==> config.mk <==
export PLATFORM = sky130hd
export DESIGN_NAME = instr_prefetch_buffer
export DESIGN_NICKNAME = d
export VERILOG_FILES = /design/src/rtl/prefetch_pkg.sv /design/src/rtl/sync_fifo.sv /design/src/rtl/instr_prefetch_buffer.sv
export SDC_FILE = /design/constraint.sdc
export NUM_CORES = 1
export LEC_CHECK = 0
export CAP_MARGIN = 25
export CORE_MARGIN = 2
export CORE_UTILIZATION = 56
export DETAILED_ROUTE_END_ITERATION = 8
export GPL_TIMING_DRIVEN = 0
export PLACE_DENSITY = 0.86
export SLEW_MARGIN = 20
export SYNTH_ARGS = -nofsm -noshare
export SYNTH_HDL_FRONTEND = slang
export SYNTH_HIERARCHICAL = 1
export SYNTH_SLANG_ARGS = --single-unit
==> constraint.sdc <==
create_clock -name clk -period 6.9 [get_ports clk]
set_input_delay 1.035 -clock clk [delete_from_list [all_inputs] [get_ports clk]]
set_output_delay 1.035 -clock clk [all_outputs]
set_load 0.05 [all_outputs]
==> src/rtl/prefetch_pkg.sv <==
// Shared FSM state type and default widths for the instruction prefetch buffer.
package prefetch_pkg;
    typedef enum logic [1:0] {IDLE, FETCH, FLUSH} state_t;

    localparam int DEF_INSTR_W = 24;
    localparam int DEF_ADDR_W  = 16;
    localparam int DEF_DEPTH   = 4;
    localparam int DEF_MAX_OUT = 2;
endpackage

==> src/rtl/sync_fifo.sv <==
// Synchronous FIFO, power-of-two depth; a pushed word is visible at the head one cycle later.
// Push is accepted when full only together with a pop; flush wins over push and pop.
module sync_fifo #(
    parameter int WIDTH = 8,
    parameter int DEPTH = 4
) (
    input  logic                     clk,
    input  logic                     rst,
    input  logic                     i_push,
    input  logic [WIDTH-1:0]         i_dat,
    input  logic                     i_pop,
    input  logic                     i_flush,
    output logic [WIDTH-1:0]         o_dat,
    output logic [$clog2(DEPTH):0]   o_count,
    output logic                     o_full,
    output logic                     o_empty
);
    localparam int PW = $clog2(DEPTH);

    logic [WIDTH-1:0] r_mem [DEPTH];
    logic [PW-1:0]    r_rd_ptr;
    logic [PW-1:0]    r_wr_ptr;
    logic [PW:0]      r_count;
    logic             w_do_push;
    logic             w_do_pop;

    assign o_empty   = (r_count == '0);
    assign o_full    = (r_count == (PW+1)'(DEPTH));
    assign o_count   = r_count;
    assign w_do_pop  = i_pop && !o_empty;
    assign w_do_push = i_push && (!o_full || w_do_pop);

    always_ff @(posedge clk or posedge rst) begin
        if (rst) begin
            r_rd_ptr <= '0;
            r_wr_ptr <= '0;
            r_count  <= '0;
        end else if (i_flush) begin
            r_rd_ptr <= '0;
            r_wr_ptr <= '0;
            r_count  <= '0;
        end else begin
            if (w_do_push) r_wr_ptr <= r_wr_ptr + PW'(1);
            if (w_do_pop)  r_rd_ptr <= r_rd_ptr + PW'(1);
            if (w_do_push && !w_do_pop)
                r_count <= r_count + (PW+1)'(1);
            else if (!w_do_push && w_do_pop)
                r_count <= r_count - (PW+1)'(1);
        end
    end

    // Storage carries no reset; the head is masked to zero whenever the FIFO is empty.
    always_ff @(posedge clk) begin
        if (w_do_push && !i_flush) r_mem[r_wr_ptr] <= i_dat;
    end

    assign o_dat = o_empty ? '0 : r_mem[r_rd_ptr];
endmodule

==> src/rtl/instr_prefetch_buffer.sv <==
// Instruction prefetcher: issues in-order word fetches, buffers responses for decode (rvalid -> dec_valid 1 cycle).
// Requests only while buffered + outstanding < DEPTH; decode stalls simply stop new requests.
module instr_prefetch_buffer
    import prefetch_pkg::*;
#(
    parameter int INSTR_W = DEF_INSTR_W,
    parameter int ADDR_W  = DEF_ADDR_W,
    parameter int DEPTH   = DEF_DEPTH,
    parameter int MAX_OUT = DEF_MAX_OUT
) (
    input  logic               clk,
    input  logic               rst,
    output logic               imem_req,
    output logic [ADDR_W-1:0]  imem_addr,
    input  logic               imem_gnt,
    input  logic               imem_rvalid,
    input  logic [INSTR_W-1:0] imem_rdata,
    input  logic               redirect_en,
    input  logic [ADDR_W-1:0]  redirect_pc,
    output logic               dec_valid,
    input  logic               dec_ready,
    output logic [INSTR_W-1:0] dec_instr,
    output logic [ADDR_W-1:0]  dec_pc
);
    localparam int CW = $clog2(DEPTH) + 1;

    state_t                    r_state;
    state_t                    w_state_nxt;
    logic [ADDR_W-1:0]         r_pc;
    logic [CW-1:0]             r_out;
    logic [CW-1:0]             w_out_nxt;
    logic [CW-1:0]             w_fifo_count;
    logic [CW:0]               w_inflight;
    logic                      w_grant;
    logic                      w_rsp;
    logic                      w_push;
    logic                      w_pop;
    logic                      w_empty;
    logic                      w_full;
    logic [ADDR_W+INSTR_W-1:0] w_head;

    assign w_grant    = imem_req && imem_gnt;
    // A response with nothing outstanding is a protocol error and is ignored entirely.
    assign w_rsp      = imem_rvalid && (r_out != '0);
    assign w_pop      = dec_valid && dec_ready;
    assign w_push     = w_rsp && (r_state == FETCH) && !redirect_en && (!w_full || w_pop);
    assign w_inflight = {1'b0, w_fifo_count} + {1'b0, r_out};

    // Depends only on registered state, so decode backpressure never reaches imem_req combinationally.
    assign imem_req  = (r_state == FETCH) && (w_inflight < (CW+1)'(DEPTH)) && (r_out < CW'(MAX_OUT));
    assign imem_addr = r_pc;

    always_comb begin
        w_out_nxt = r_out;
        if (w_grant && !w_rsp)
            w_out_nxt = r_out + CW'(1);
        else if (!w_grant && w_rsp)
            w_out_nxt = r_out - CW'(1);
    end

    always_comb begin
        w_state_nxt = r_state;
        case (r_state)
            IDLE:    w_state_nxt = FETCH;
            FETCH:   w_state_nxt = FETCH;
            FLUSH:   if (w_out_nxt == '0) w_state_nxt = FETCH;
            default: w_state_nxt = IDLE;
        endcase
        if (redirect_en)
            w_state_nxt = (w_out_nxt != '0) ? FLUSH : FETCH;
    end

    always_ff @(posedge clk or posedge rst) begin
        if (rst) begin
            r_state <= IDLE;
            r_pc    <= '0;
            r_out   <= '0;
        end else begin
            r_state <= w_state_nxt;
            r_out   <= w_out_nxt;
            if (redirect_en)
                r_pc <= redirect_pc;
            else if (w_grant)
                r_pc <= r_pc + ADDR_W'(1);
        end
    end

    sync_fifo #(
        .WIDTH (ADDR_W + INSTR_W),
        .DEPTH (DEPTH)
    ) u_buf (
        .clk     (clk),
        .rst     (rst),
        .i_push  (w_push),
        .i_dat   ({r_pc - r_out, imem_rdata}),
        .i_pop   (w_pop),
        .i_flush (redirect_en),
        .o_dat   (w_head),
        .o_count (w_fifo_count),
        .o_full  (w_full),
        .o_empty (w_empty)
    );

    assign dec_valid           = !w_empty;
    assign {dec_pc, dec_instr} = w_head;
endmodule
Yosys cells after proc, flatten, opt, wreduce, memory -nomap -nowiden
Memories as Yosys holds them, arrays and structs flattened.
Cells that the tools add are included.
Widths: inputs -> output; s select.
{"block": "totals", "n_memories": 1, "ramBits": 160, "in_bits": 46, "regBits": 28, "out_inout_bits": 58}
{"name": "u_buf.r_mem", "words": 4, "width": 40, "rd": 1, "rd_ports_with_merged_regs": 0, "write_ports": 1, "line": "sync_fifo.sv:20", "rtl": "logic [WIDTH-1:0] r_mem [DEPTH];"}
{"block": "op_classes", "n_lt_le_gt_ge": 2, "n_reduce_logical": 34, "addsub": 9, "mux": 18, "eq_ne": 4}
{"op": "$mux 40", "count": 1}
{"op": "$mux 16", "count": 2}
{"op": "$add 16x1->16 const B", "count": 1}
{"op": "$sub 16x3->16", "count": 1}
{"op": "$logic_and 1x1->1", "count": 15}
{"op": "$mux 3", "count": 5}
{"op": "$mux 2", "count": 7}
{"op": "$reduce_bool 3->1", "count": 3}
{"op": "$logic_not 1->1", "count": 7}
{"op": "$add 3x1->3 const B", "count": 2}
{"op": "$logic_not 3->1", "count": 2}
{"op": "$reduce_bool 2->1", "count": 3}
{"op": "$sub 3x1->3 const B", "count": 2}
{"op": "$add 2x1->2 const B", "count": 2}
{"op": "$add 3x3->4", "count": 1}
{"op": "$lt 4x3->1 const B", "count": 1}
{"op": "$pmux 2 s2", "count": 1}
{"op": "$eq 3x3->1 const B", "count": 1}
{"op": "$lt 3x2->1 const B", "count": 1}
{"op": "$ne 3x3->1 const B", "count": 1}
{"op": "$eq 2x1->1 const B", "count": 1}
{"op": "$eq 2x2->1 const B", "count": 1}
{"op": "$logic_not 2->1", "count": 1}
{"op": "$logic_or 1x1->1", "count": 2}
{"op": "other kinds (2)", "count": 3}

Longest topological paths before layout
{"block": "depth", "word_depth": 13, "depth_mapped": 12, "depth_no_buf": 9}

Hierarchy
Netlist, hierarchy kept.
{"module": "sync_fifo", "n_inst": 1, "cells_per_inst": 318, "area_each_um2": 6628.9}
{"module": "instr_prefetch_buffer", "n_inst": 1, "cells_per_inst": 201, "area_each_um2": 1754.2}

Worst setup path before layout
OpenSTA, ideal clock, no wires.
{"block": "synth_path", "path_type": "input to register", "startpoint": "input imem_rvalid", "endpoint": "memory u_buf/r_mem[0][0] (netlist name) (enable)", "arrival_ns": 4.940, "n_path_buf": 1, "path_stages": 6, "setup_slack_ns": 1.465, "t_required_ns": 6.405, "setup_time_ns": 0.495, "path_cell_list": "inv_1 -> a21o_1 -> nor4b_1 -> buf_2 -> o21ai_0 -> nor3b_1"}
{"block": "synth_via", "elab_chain_cells": 8}
{"element": "start, declared", "line": "instr_prefetch_buffer.sv:16", "rtl": "input logic imem_rvalid,"}
{"element": "$logic_and 1x1->1", "line": "instr_prefetch_buffer.sv:44", "rtl": "assign w_rsp = imem_rvalid && (r_out != '0);"}
{"element": "$logic_and 1x1->1 (3 in a row)", "line": "instr_prefetch_buffer.sv:46", "rtl": "assign w_push = w_rsp && (r_state == FETCH) && !redirect_en && (!w_full || w_pop);"}
{"element": "named net w_push", "line": "instr_prefetch_buffer.sv:36", "rtl": "logic w_push;"}
{"element": "$logic_and 1x1->1", "line": "sync_fifo.sv:31", "rtl": "assign w_do_push = i_push && (!o_full || w_do_pop);"}
{"element": "$logic_and 1x1->1", "line": "sync_fifo.sv:54", "rtl": "if (w_do_push && !i_flush) r_mem[r_wr_ptr] <= i_dat;"}
{"element": "$mux 1", "line": "sync_fifo.sv:54"}
{"element": "$mux 1 (implied by the code)", "line": "sync_fifo.sv:54"}
{"element": "end, declared", "line": "sync_fifo.sv:20"}
The timed path passes the listed nets, and every way through them passes these cells.

Final worst setup path
{"block": "layout_path", "startpoint": "register u_buf.r_count[0], in the netlist u_buf/o_count[0]", "endpoint": "output dec_pc[1]"}
{"block": "layout_via", "elab_chain_cells": 2}
{"element": "start, declared", "line": "sync_fifo.sv:23", "rtl": "logic [PW:0] r_count;"}
{"element": "start signal, assigned", "line": "sync_fifo.sv:46", "rtl": "r_count <= r_count + (PW+1)'(1);"}
{"element": "start signal, assigned", "line": "sync_fifo.sv:48", "rtl": "r_count <= r_count - (PW+1)'(1);"}
{"element": "$logic_not 3->1", "line": "sync_fifo.sv:27", "rtl": "assign o_empty = (r_count == '0);"}
{"element": "named net w_empty", "line": "instr_prefetch_buffer.sv:38", "rtl": "logic w_empty;"}
{"element": "$mux 40", "line": "sync_fifo.sv:57", "rtl": "assign o_dat = o_empty ? '0 : r_mem[r_rd_ptr];"}
{"element": "end, declared", "line": "instr_prefetch_buffer.sv:23", "rtl": "output logic [ADDR_W-1:0] dec_pc"}
The timed path passes the listed nets, and every way through them passes these cells.

==> summary.txt <==
Logic synthesis
  • Syn Nets: 580
  • Fraction of registers with async set/reset: 0.149
  • Mapped Cells: 519
  • Post-synth top area cell: edfxtp_1
  • YS warnings: 6
  • Most used DFF post-synth: edfxtp_1
  • Mapped Area: 8380 um2
  • Sequential area share after synthesis: 0.657
  • Unique masters post-synth: 57
  • Post-synth EDFFs: 160
  • Synthesis-stage register bit count: 188
  • Synth top area share: 0.573
  • Synth top area cells: edfxtp_1 57%, mux4_2 11%, dfrtp_1 8.4%
  • Syn avg cell area: 16.2 um2

Worst hold path
  • Hold Crit Class: register to register
  • Worst hold start: r_state[1]$_DFFE_PP0P_
  • Worst Hold Endpoint: r_state[0]$_DFFE_PP0P_
  • Hold depth: 1

Critical path
  • Slowest cell on crit path: clkdlybuf4s50_1
  • Worst EP required: 5.86 ns
  • Worst-path cell chain: buf_2 -> nor3_1 -> clkbuf_1 -> nor2b_1 -> clkdlybuf4s50_1
  • Worst R2R End: u_buf/r_mem[1][23]$_DFFE_PP_
  • CP max stage delay: 0.75 ns
  • Setup Crit Path Kind: register to primary output
  • R2R cell count: 12
  • Crit-path max FO: 11
  • Startpoint Class: register
  • Setup crit end kind: primary output
  • R2R Path Start: u_buf/o_count[0]$_DFFE_PP0P_
  • CP bufs+invs: 3
  • Delay-heaviest family, CP: buffers and inverters
  • Worst reg-to-reg setup slack: 2.98 ns
  • CP arrival: 3.12 ns

Routing
  • Wirelength, routed: 16.9 mm
  • Avg WL per Cell: 19.7 um
  • Max layer used: met4
  • Met3 wire len: 843 um
  • DR iter-0 viols: 364
  • Post-route ant nets: 0
  • Via Count: 4921
  • TritonRoute pass-1 iters: 4
  • Routed vias/inst: 5.74
  • Routed wl met2: 8.62 mm
  • Post-Route M1 WL: 7.11 mm
  • # DRC: 0

Timing
  • Slew @ Worst Pin: 0.839 ns
  • Fin. max-slew vios: 0
  • RSZ-0062 raised after global routing: no
  • Period utilization: 0.603
  • Clock skew: between 0.006 and 0.007 ns
  • Final setup vio count: 0
  • Slew HR: 0.436
  • Fmax: 241 MHz
  • Fin Setup TNS: 0 ns
  • PnR worst setup slack: 2.74 ns
  • Hold Fails Final Rpt: 0
  • Final worst path period need: approximately 4.2 ns

Global route
  • Gr ovfl total: 0
  • Vias in the first global route: 5124
  • Global-route wire length before repair: 27.4 mm
  • GRT Total Usage: 0.225
  • Initial antenna violation count: 0
  • Largest net degree at the start of global routing: 22

Clock network
  • Setup bufs post-CTS: 0
  • Max H-tree Level: 4
  • Reg clk slew, reported paths: 0.07 ns
  • Later-pin clock latency in the skew report: between 0.4 and 0.5 ns
  • CTS tree: built
  • Total CTS buffers: 17
  • CTS Buffer Depth: 2
  • Root buffer cell: clkbuf_16
  • Hold-fix buffers at CTS: 0
  • Total clock sinks: 188
  • Post-CTS sizing: 0

Finish
  • Seq. cell area: 5510 um2
  • Final-stage net count: 722
  • Filler cells: 891
  • Layout cell share with drive strength beyond 1: 0.198
  • Area of the multi-input gates: 2650 um2
  • Ant. Diodes: 0
  • Design area: about 10000 um2
  • Layout area overhead: 25.2%
  • Post-Route Utilization: 0.719
  • Fin cells: 857

Power and ir drop
  • Worst vdd ir: 0.168 mV
  • Power per cell area: 263 nW/um2
  • Pleak: 3.63 nW

Placement
  • Placed insts: roughly 830
  • GP Congestion: 0.822
  • I/O Buffers: 103
  • Post-DP HPWL: between 10 and 15 mm
  • Dpl ws: ~2.6 ns
  • Cell Area, Placed: a little under 10000 um2

Floorplan
  • Die Span Y: 126 um
  • Starting Density: 0.575
  • Die span in x: 126 um
  • Area of the die: approximately 16000 um2
  • Ports: 104
  • Core Region: roughly 15000 um2
  • FP Rows: 44

Status
  • Status: completed

Job
  • Max-Cap Viols: 0
how the worst max path moves through the flow:
stage / from / endpoint / slack [ns] / cells after the start
finish: u_buf/o_count[0]$_DFFE_PP0P_ / dec_pc[1] / 2.74 / 5
CTS: u_buf/o_count[0]$_DFFE_PP0P_ / dec_pc[1] / 2.73 / 5
global placement: imem_rvalid / u_buf/r_mem[0][33]$_DFFE_PP_ / -1.42 / 7
detailed placement: imem_rvalid / u_buf/r_mem[3][7]$_DFFE_PP_ / 2.55 / 10
global route: u_buf/o_count[0]$_DFFE_PP0P_ / dec_pc[8] / 2.57 / 5
floorplan: imem_rvalid / u_buf/r_mem[0][0]$_DFFE_PP_ / 1.47 / 6
per-stage QoR:
step                power (mW)  hold WS (ns)
floorplan                 1.63         0.486
global placement          1.74         0.515
detailed placement        1.76         0.522
CTS                       2.78         0.531
global route              2.87         0.549
finish                    2.76         0.533
flip-flops by register name, summed over array words and instances (netlist names):
name	cells
u_buf/r_wr_ptr	2
u_buf/o_count	3
u_buf/r_mem	160
r_state	2
r_out	3
u_buf/r_rd_ptr	2
imem_addr	16
power by group:
part           internal, mW  switching, mW  total, mW
Combinational         0.163          0.228      0.391
Clock                 0.608          0.417       1.03
Sequential             1.31         0.0416       1.35
Total                  2.08          0.687       2.76
worst register-to-register path: cells and delay by family, from the launching register on:
kind            cells  cell delay (ns)
compound gates      1             0.31
flops               1             0.39
simple gates        5             1.54
buf+inv             6             1.38
layout by cell type, fill, tap and decap left out, types with 6 or more instances in the layout:
| cell type | Yosys | layout |
|---|---|---|
| and2b_1 | 9 | 9 |
| and3_1 | 6 | 6 |
| buf_2 | 11 | 11 |
| buf_4 | 6 | 10 |
| buf_6 | 2 | 18 |
| clkbuf_1 | 12 | 13 |
| clkbuf_16 | 0 | 17 |
| clkdlybuf4s50_1 | 0 | 103 |
| dfrtp_1 | 28 | 28 |
| edfxtp_1 | 160 | 160 |
| ha_1 | 13 | 13 |
| inv_1 | 20 | 20 |
| mux4_2 | 40 | 40 |
| nand2_1 | 19 | 19 |
| nand2b_1 | 6 | 6 |
| nand3_1 | 8 | 8 |
| nor2_1 | 21 | 21 |
| nor2b_1 | 39 | 39 |
| nor3_1 | 6 | 6 |
| o21ai_1 | 14 | 14 |
| xnor2_1 | 25 | 25 |
| xor2_1 | 9 | 9 |
cell families after synthesis:
group / count (synthesis) / share of synthesized area
AND/OR/NAND/NOR: 146 / 0.106
multiplexers: 50 / 0.121
AO/OA/AOI/OAI: 34 / 0.0273
adder cells (fa/ha/maj): 15 / 0.0242
XOR/XNOR: 34 / 0.0355
flip-flops: 188 / 0.657
buffers and inverters: 52 / 0.0294
cell type report:
| cell class | count | area share |
|---|---|---|
| inverters | 21 | 0.00751 |
| repair buffers | 123 | 0.118 |
| well taps | 184 | 0.0219 |
| flip-flops and latches | 188 | 0.525 |
| plain buffers | 31 | 0.0160 |
| clock inverters | 13 | 0.0181 |
| multi-input cells | 279 | 0.253 |
| clock buffers | 18 | 0.0409 |
synth_stat cells, types with 2 or more instances:
library cell,instances
nor3b_1,5
xor2_1,9
fa_1,2
xnor2_1,25
nor4_2,2
nor2b_1,39
o21ai_1,14
and4_1,2
nand2b_1,6
nand4_1,4
and2b_1,9
mux2i_1,4
mux4_2,40
buf_4,6
buf_2,11
inv_1,20
nor3_1,6
dfrtp_1,28
nand2_1,19
nor3_2,2
buf_6,2
o21a_1,2
mux2_2,5
edfxtp_1,160
nor2_1,21
ha_1,13
clkbuf_1,12
a31oi_1,3
o21ai_0,3
or4_1,2
and3_1,6
nand3_1,8
nor4b_1,5
routing by layer:
metal | vias to the layer above | track usage
li1 | 2240 | -
met1 | 2479 | 0.293
met2 | 169 | 0.381
met3 | 33 | 0.0489
met4 | 0 | 0.0743
met5 | - | 0
No activity file was read; power rests on OpenSTA's default activity.
